`config.mk`:
```
export PLATFORM = sky130hd
export DESIGN_NAME = serial_addsub
export DESIGN_NICKNAME = d
export VERILOG_FILES = /design/src/rtl/serial_addsub_pkg.sv /design/src/rtl/serial_addsub_full_adder.sv /design/src/rtl/serial_addsub.sv
export SDC_FILE = /design/constraint.sdc
export NUM_CORES = 1
export LEC_CHECK = 0
export CAP_MARGIN = 20
export CORE_ASPECT_RATIO = 0.9
export CORE_MARGIN = 8
export CORE_UTILIZATION = 45
export CTS_BUF_LIST = sky130_fd_sc_hd__clkbuf_4
export CTS_CLUSTER_SIZE = 20
export DETAILED_ROUTE_END_ITERATION = 6
export PLACE_DENSITY = 0.74
export SYNTH_ARGS = -nofsm -noshare
export SYNTH_HDL_FRONTEND = slang
export SYNTH_SLANG_ARGS = --single-unit
```
`constraint.sdc`:
```
create_clock -name clk -period 1.5 [get_ports clk]
set_clock_uncertainty 0.05 [all_clocks]
set_input_delay 0.45 -clock clk [delete_from_list [all_inputs] [get_ports clk]]
set_output_delay 0.45 -clock clk [all_outputs]
set_load 0.05 [all_outputs]
```
`src/rtl/serial_addsub_pkg.sv`:
```
// Shared types and constants for the bit-serial adder/subtractor.
package serial_addsub_pkg;

    // Controller states
    typedef enum logic [1:0] {
        IDLE = 2'd0,
        BUSY = 2'd1,
        DONE = 2'd2
    } state_e;

    // Operation select encoding on the mode input
    localparam logic MODE_ADD = 1'b0;
    localparam logic MODE_SUB = 1'b1;

endpackage

```
`src/rtl/serial_addsub_full_adder.sv`:
```
// One-bit combinational full adder used as the serial datapath core.
module full_adder_1b (
    input  logic a,
    input  logic b,
    input  logic ci,
    output logic s,
    output logic co
);

    // Sum and majority carry of the three input bits
    always_comb begin
        s  = a ^ b ^ ci;
        co = (a & b) | (a & ci) | (b & ci);
    end

endmodule

```
`src/rtl/serial_addsub.sv`:
```
// Bit-serial add/subtract: one result bit per clock, LSB first.
// Subtraction is a + ~b + 1, so cout doubles as the no-borrow flag.
module serial_addsub
    import serial_addsub_pkg::*;
#(
    parameter int WIDTH = 8
) (
    input  logic             clk,
    input  logic             rst_n,
    input  logic             start,
    input  logic             mode,
    input  logic             cin,
    input  logic [WIDTH-1:0] a,
    input  logic [WIDTH-1:0] b,
    output logic             ready,
    output logic             busy,
    output logic             valid,
    output logic [WIDTH-1:0] sum,
    output logic             cout,
    output logic             ovf
);

    localparam int             CW   = (WIDTH > 1) ? $clog2(WIDTH) : 1;
    localparam logic [CW-1:0]  LAST = CW'(WIDTH - 1);

    state_e            state_q, state_d;
    logic [WIDTH-1:0]  shift_a_q, shift_a_d;
    logic [WIDTH-1:0]  shift_b_q, shift_b_d;
    logic [WIDTH-1:0]  sum_q, sum_d;
    logic [CW-1:0]     count_q, count_d;
    logic              carry_q, carry_d;
    logic              cout_q, cout_d;
    logic              ovf_q, ovf_d;
    logic              valid_q, valid_d;
    logic              accept;
    logic              fa_s, fa_co;

    full_adder_1b u_fa (
        .a  (shift_a_q[0]),
        .b  (shift_b_q[0]),
        .ci (carry_q),
        .s  (fa_s),
        .co (fa_co)
    );

    // Next-state: load on accept, step one bit per cycle in BUSY, hold otherwise
    always_comb begin
        state_d   = state_q;
        shift_a_d = shift_a_q;
        shift_b_d = shift_b_q;
        sum_d     = sum_q;
        count_d   = count_q;
        carry_d   = carry_q;
        cout_d    = cout_q;
        ovf_d     = ovf_q;
        valid_d   = valid_q;
        accept    = start && (state_q != BUSY);

        if (accept) begin
            state_d   = BUSY;
            shift_a_d = a;
            shift_b_d = (mode == MODE_SUB) ? ~b : b;
            carry_d   = (mode == MODE_SUB) ? 1'b1 : cin;
            count_d   = '0;
            sum_d     = '0;
            cout_d    = 1'b0;
            ovf_d     = 1'b0;
            valid_d   = 1'b0;
        end else if (state_q == BUSY) begin
            sum_d     = {fa_s, sum_q[WIDTH-1:1]};
            shift_a_d = shift_a_q >> 1;
            shift_b_d = shift_b_q >> 1;
            carry_d   = fa_co;
            if (count_q == LAST) begin
                // carry_q is the carry into the MSB on this last step
                state_d = DONE;
                cout_d  = fa_co;
                ovf_d   = carry_q ^ fa_co;
                valid_d = 1'b1;
            end else begin
                count_d = count_q + CW'(1);
            end
        end
    end

    // State registers, cleared asynchronously so an aborted operation leaves no trace
    always_ff @(posedge clk or negedge rst_n) begin
        if (!rst_n) begin
            state_q   <= IDLE;
            shift_a_q <= '0;
            shift_b_q <= '0;
            sum_q     <= '0;
            count_q   <= '0;
            carry_q   <= 1'b0;
            cout_q    <= 1'b0;
            ovf_q     <= 1'b0;
            valid_q   <= 1'b0;
        end else begin
            state_q   <= state_d;
            shift_a_q <= shift_a_d;
            shift_b_q <= shift_b_d;
            sum_q     <= sum_d;
            count_q   <= count_d;
            carry_q   <= carry_d;
            cout_q    <= cout_d;
            ovf_q     <= ovf_d;
            valid_q   <= valid_d;
        end
    end

    assign ready = (state_q != BUSY);
    assign busy  = (state_q == BUSY);
    assign valid = valid_q;
    assign sum   = sum_q;
    assign cout  = cout_q;
    assign ovf   = ovf_q;

endmodule

```
==> results.md, run 1 <==
* Die Span X at 77.7 um
* Most frequent cells in the layout: 31 x dfrtp_1, 28 x nand2_1, 20 x clkdlybuf4s50_1
* Maximum fanout along the worst path at 4
* Area leader, netlist: dfrtp_1
* Max-capacitance violation count at 0
* Final Setup Violations at 3
* Cts hold-fix bufs at 0
* Die height at 71.5 um
* Tot GR Track Use at 0.132
* Status: finished with violations
* Power Total at 5.05 mW
* Worst-path clk slew at 0.09 ns
* Vias in the first global route at 1254
* Synth warn at 0
* Avg Synthesized Cell Area at 10.6 um^2
* Critical path buffers and inverters at 2
* Min cycle time layout at 1.61 ns
* Hold WS at 0.445 ns
* CP delay by family, top: flip-flops
* Reg-to-Reg Start: count_q[1]$_DFFE_PN0P_
* FF-to-FF setup slack at 0.08 ns
* CTS Sinks at 32
* VDD IR max at 1240 uV
* Initial antenna violation count at 0
* Area grow syn2layout at 47.2%
* Post-synth cell types at 25
* Ranking of synthesized cells by area: dfrtp_1 52%, mux2i_1 11%, nand2_1 6.8%
* Fin nets at 219
* Violated checks: setup timing
* DR vias at 1189
* FF+latch count, synth at 32
* Synth top area share at 0.519
* Post-Place Setup Slack at -0.219 ns
* H-tree levels at 2
* Sequential fraction of the synthesis area at 0.519
* Syn_nets at 169
* Grt total ovfl at 0
* Final antenna-violating net count at 0
* Max clock buf depth at 2
* Routed WL per cell at 14.5 um
* Gate Count Post-Synth at 145
* R2R Path End: count_q[0]$_DFFE_PN0P_
* Final Hold Vio Count at 0
* Pre-Repair DR Iteration Count at 4
* CP Data Required Time at 1.00 ns
* Startpoint types: flip-flop
* Worst hold path class: in -> async
* Crit path kind: reg -> out
* Core footprint at 3330 um^2
* Relative slew slack at 0.865
* DP HPWL at 2.48 mm
* Clk_lat worst skew at 0.32 ns
* IO Pins at 34
* TritonCTS clock tree: built
* Kind of end point of the critical path: output port
* Worst path slowest cell: dfrtp_2
* GRT busiest layer: met2
* Crit path DAT at 1.11 ns
* Initial Utilization at 0.463
* Pin count of the biggest net entering global routing at 33
* Gpl congestion at 0.832
* GR met3 Demand/Resource at 0.0450
* Tcrit/Tclk final at 1.07
* RSZ-0062 raised after global routing: yes
* Met2 global-route usage at 0.219
* ANT cells at 0
* IO Port Bufs at 33
* Initial drt markers at 45
* Worst path cell trace: nand2b_4 > clkinv_4 > buf_12
* Final Slew Violations at 0
* PwrDens at 2230 nW/um^2
* Die area at 5560 um^2
* Num rows at 20
* Clk root buf: clkbuf_4
* Worst r2r path cells at 5
* Actual slew at the worst max-slew pin at 0.200 ns
* Largest stage delay on the critical path at 0.41 ns
* FMAX at 623 MHz
* DRC Markers at 0
* Synth Cell Area at 1540 um^2
* Final core utilization at 0.682
* Grt met1 use at 0.149
* Commonest non-fill, non-tap cell in the layout: dfrtp_1
* Routed WL at 3.46 mm
* Leakage at 1.07 nW
* Layout cells sized above 1 at 0.236
* Total CTS buffers at 5
* Via-to-Cell Ratio at 4.97
* Final WS setup at -0.106 ns
* First-pass GRT wire length at 5.91 mm
==> worst reg2reg max path, stage by stage (launching register included) <==
cell and delay, ns:
dfrtp_1 0.40, ha_1 0.19, ha_1 0.19, nand3b_1 0.13, o21ai_2 0.09, mux2_2 0.27
==> how the worst max path moves through the flow <==
stage | from | cells after the start | endpoint | slack (ns)
floorplan | valid$_DFFE_PN0P_ | 3 | busy | 0.03
global placement | start | 4 | carry_q$_DFFE_PN0P_ | -0.15
detailed placement | start | 4 | carry_q$_DFFE_PN0P_ | -0.22
CTS | valid$_DFFE_PN0P_ | 3 | busy | -0.14
global route | valid$_DFFE_PN0P_ | 3 | busy | -0.16
finish | valid$_DFFE_PN0P_ | 3 | busy | -0.11
==> cell families (layout without fill, tap and decap cells) <==
| family | count (synthesis) | after routing | synth area share |
|---|---|---|---|
| AOI/OAI and AO/OA | 26 | 26 | 0.0966 |
| muxes | 18 | 18 | 0.118 |
| buffers and inverters | 15 | 65 | 0.0527 |
| and+or+nand+nor | 42 | 42 | 0.133 |
| xor gates and xnor gates | 9 | 9 | 0.0511 |
| DFF | 32 | 32 | 0.519 |
| adders and majority gates | 3 | 3 | 0.0292 |
==> routing by layer <==
metal / up-vias / wire length (um)
li1: 587 / -
met5: - / 0
met2: 23 / 1840
met3: 2 / 142
met1: 577 / 1430
met4: 0 / 44
==> area by class of cell <==
class / instances / area (um^2)
Clock buffer: 6 / 45.0
Timing Repair Buffer: 53 / 673
Tap cell: 44 / 55.1
Fill cell: 254 / 1060
Clock inverter: 1 / 5.00
Inverter: 5 / 23.8
Sequential cell: 32 / 802
Multi-Input combinational cell: 98 / 666
==> sequential cells by signal, indices dropped and copies added, names as in the netlist <==
name,flops
carry_q,1
count_q,3
cout,1
ovf,1
shift_a_q,8
shift_b_q,8
state_q,1
sum,8
valid,1
==> report_power, final <==
| group | switching, mW | internal, mW |
|---|---|---|
| Clock | 0.266 | 0.190 |
| Combinational | 1.58 | 1.51 |
| Sequential | 0.285 | 1.23 |
==> Yosys cell counts <==
| cell | number |
|---|---|
| o2bb2ai_1 | 2 |
| o22ai_1 | 1 |
| nand2_1 | 28 |
| mux2_2 | 1 |
| nor3b_1 | 1 |
| fa_1 | 1 |
| o21ai_0 | 11 |
| nand2b_4 | 1 |
| o21a_1 | 1 |
| buf_4 | 3 |
| clkbuf_1 | 1 |
| buf_6 | 1 |
| dfrtp_1 | 32 |
| xnor2_1 | 2 |
| nand3b_1 | 9 |
| a22o_1 | 2 |
| mux2i_1 | 17 |
| inv_2 | 1 |
| ha_1 | 2 |
| o21ai_1 | 8 |
| inv_1 | 4 |
| xor2_1 | 7 |
| nor2_1 | 3 |
| a21oi_1 | 1 |
| buf_2 | 5 |
==> through the flow <==
step / TNS (ns) / area, um^2 / std cells
2_1_floorplan: 0 / 1550 / 145
3_3_place_gp: -3.05 / 2150 / 224
3_5_place_dp: -3.94 / 2150 / 224
4_1_cts: -0.289 / 2230 / 234
5_1_grt: -0.363 / 2270 / 239
6_report: -0.209 / 2270 / 239
==> repair_timing <==
item	CTS	global route
setup endpoints to repair	3	6
gates resized for setup	2	3
buffers inserted	3	5
pin swaps	0	1
Note: power is estimated with default switching activity, not from simulation.
==> run 2: changes to the inputs <==
--- a/config.mk
+++ b/config.mk
@@ -9,10 +9,12 @@
 export CORE_ASPECT_RATIO = 0.9
 export CORE_MARGIN = 8
 export CORE_UTILIZATION = 45
-export CTS_BUF_LIST = sky130_fd_sc_hd__clkbuf_4
+export CTS_BUF_LIST = sky130_fd_sc_hd__clkbuf_2
 export CTS_CLUSTER_SIZE = 20
 export DETAILED_ROUTE_END_ITERATION = 6
+export HOLD_SLACK_MARGIN = 0.15
 export PLACE_DENSITY = 0.74
+export SKIP_LAST_GASP = 1
 export SYNTH_ARGS = -nofsm -noshare
 export SYNTH_HDL_FRONTEND = slang
 export SYNTH_SLANG_ARGS = --single-unit
==> run 2 against run 1 <==
Compared with the run above:
- the flow still finishes with violations (setup timing)
- sequential power hardly changed
- routed wire length is 2.3% higher
- first-iteration DRC count is 24% higher
- largest power group unchanged
==> results.md, run 2 (synthesized netlist as in run 1, its figures left out) <==
* Status: finished with violations
* Violated checks: setup timing
* PwrDens at 2210 nW/um^2 (-0.50%)
* DR vias at 1191 (+0.17%)
* Die area at 5560 um^2 (unchanged)
* TritonCTS clock tree: built
* CP Data Required Time at 1.00 ns (about the same)
* DP HPWL at 2.48 mm (unchanged)
* VDD IR max at 1270 uV (+1.9%)
* Leakage at 1.09 nW (+2.7%)
* Worst hold path class: in -> async
* CTS Sinks at 32 (unchanged)
* Num rows at 20 (unchanged)
* Tcrit/Tclk final at 1.11 (+0.0376)
* Final WS setup at -0.163 ns (-0.0564 ns)
* Tot GR Track Use at 0.133 (+0.000530)
* Hold WS at 0.393 ns (-0.0521 ns)
* Actual slew at the worst max-slew pin at 0.205 ns (+0.00472 ns)
* Final core utilization at 0.691 (+0.00902)
* Sequential Area at 802 um^2 (unchanged)
* Core footprint at 3330 um^2 (unchanged)
* Grt total ovfl at 0 (unchanged)
* Fin nets at 225 (+2.7%)
* Crit path DAT at 1.16 ns (+0.05 ns)
* Final antenna-violating net count at 0 (unchanged)
* Fill count at 249 (-2.0%)
* Worst-path clk slew at 0.16 ns (+0.07 ns)
* Layout cells sized above 1 at 0.259 (+0.0228)
* Routed WL per cell at 14.4 um (-0.22%)
* Startpoint types: flip-flop
* Final Setup Violations at 3 (unchanged)
* IO Port Bufs at 33 (unchanged)
* Final Hold Vio Count at 0 (unchanged)
* Pin count of the biggest net entering global routing at 33 (unchanged)
* Die height at 71.5 um (unchanged)
* Area of the multi-input gates at 666 um^2 (unchanged)
* Post-Route Setup TNS at -0.381 ns (-0.172 ns)
* H-tree levels at 2 (unchanged)
* Most frequent cells in the layout: 31 x dfrtp_1, 28 x nand2_1, 21 x buf_4
* Clk root buf: clkbuf_2
* Cts hold-fix bufs at 0 (unchanged)
* Gpl congestion at 0.832 (unchanged)
* Min cycle time layout at 1.66 ns (+0.0564 ns)
* Max-capacitance violation count at 0 (unchanged)
* Power Total at 5.09 mW (+0.82%)
* Crit path kind: reg -> out
* DRC Markers at 0 (unchanged)
* IO Pins at 34 (unchanged)
* Initial Utilization at 0.463 (unchanged)
* Routed WL at 3.54 mm (+2.3%)
* Die Span X at 77.7 um (unchanged)
* Clk_lat worst skew at 0.36 ns (+0.04 ns)
* Total CTS buffers at 5 (unchanged)
* Via-to-Cell Ratio at 4.86 (-2.3%)
* Relative slew slack at 0.863 (-0.00203)
* FMAX at 602 MHz (-3.4%)
* Pre-Repair DR Iteration Count at 4 (unchanged)
* Initial drt markers at 56 (+24%)
* Vias in the first global route at 1267 (+1.0%)
* Max clock buf depth at 2 (unchanged)
* Kind of end point of the critical path: output port
* RSZ-0062 raised after global routing: yes
* ANT cells at 0 (unchanged)
* Final Slew Violations at 0 (unchanged)
* Initial antenna violation count at 0 (unchanged)
* Maximum fanout along the worst path at 4 (unchanged)
* Area grow syn2layout at 49.2%
* First-pass GRT wire length at 5.92 mm (+0.24%)
* Commonest non-fill, non-tap cell in the layout: dfrtp_1
[run 2: per-layer routing]
metal,global-route usage,part of all wire
met1,0.152,0.44
met2,0.220,0.51
met3,0.0375,0.033
met4,0.0732,0.020
met5,0,0
[run 2: final timing paths]
path / depth (start not counted) / slack [ns] / end / startpoint
min in group clk: 2 / 0.46 / shift_a_q[3]$_DFFE_PN0P_ / shift_a_q[4]$_DFFE_PN0P_
worst max register to register: 5 / 0.08 / count_q[0]$_DFFE_PN0P_ / count_q[0]$_DFFE_PN0P_
max in group asynchronous: 2 / 0.83 / sum[4]$_DFFE_PN0P_ / rst_n
worst min register to register: 2 / 0.46 / shift_a_q[3]$_DFFE_PN0P_ / shift_a_q[4]$_DFFE_PN0P_
worst max-delay path: 3 / -0.16 / busy / valid$_DFFE_PN0P_
worst min-delay path: 2 / 0.39 / carry_q$_DFFE_PN0P_ / rst_n
[run 2: worst max-delay path, stage by stage, from the launching register on]
cell,delay (ns)
dfrtp_2,0.43
nand2b_4,0.18
clkinv_4,0.07
buf_12,0.12
[run 2: power by group]
| group | internal, mW | total, mW | leakage (nW) | switching (mW) |
|---|---|---|---|---|
| Combinational | 1.60 | 3.22 | 0.652 | 1.62 |
| Sequential | 1.22 | 1.49 | 0.414 | 0.263 |
| Clock | 0.111 | 0.384 | 0.0288 | 0.273 |
[run 2: area by class of cell]
cell class | instances | share of cell area
multi-input cells | 98 | 0.289
inverters | 5 | 0.0103
flip-flops and latches | 32 | 0.349
well taps | 44 | 0.0239
clock buffers | 6 | 0.0131
repair buffers | 59 | 0.312
clock inverters | 1 | 0.00218
[run 2: repair_timing]
item                       in CTS  in global routing
setup endpoints to repair       6                 17
setup buffers                   6                  8
hold endpoints to repair        0                  0
resized for setup               2                  3
[run 2: stage by stage]
stage	std cells	cell area, um^2	setup WS [ns]
5_1_grt	245	2300	-0.224
3_3_place_gp	224	2150	-0.152
2_1_floorplan	145	1550	0.0316
6_report	245	2300	-0.163
3_5_place_dp	224	2150	-0.219
4_1_cts	237	2230	-0.199
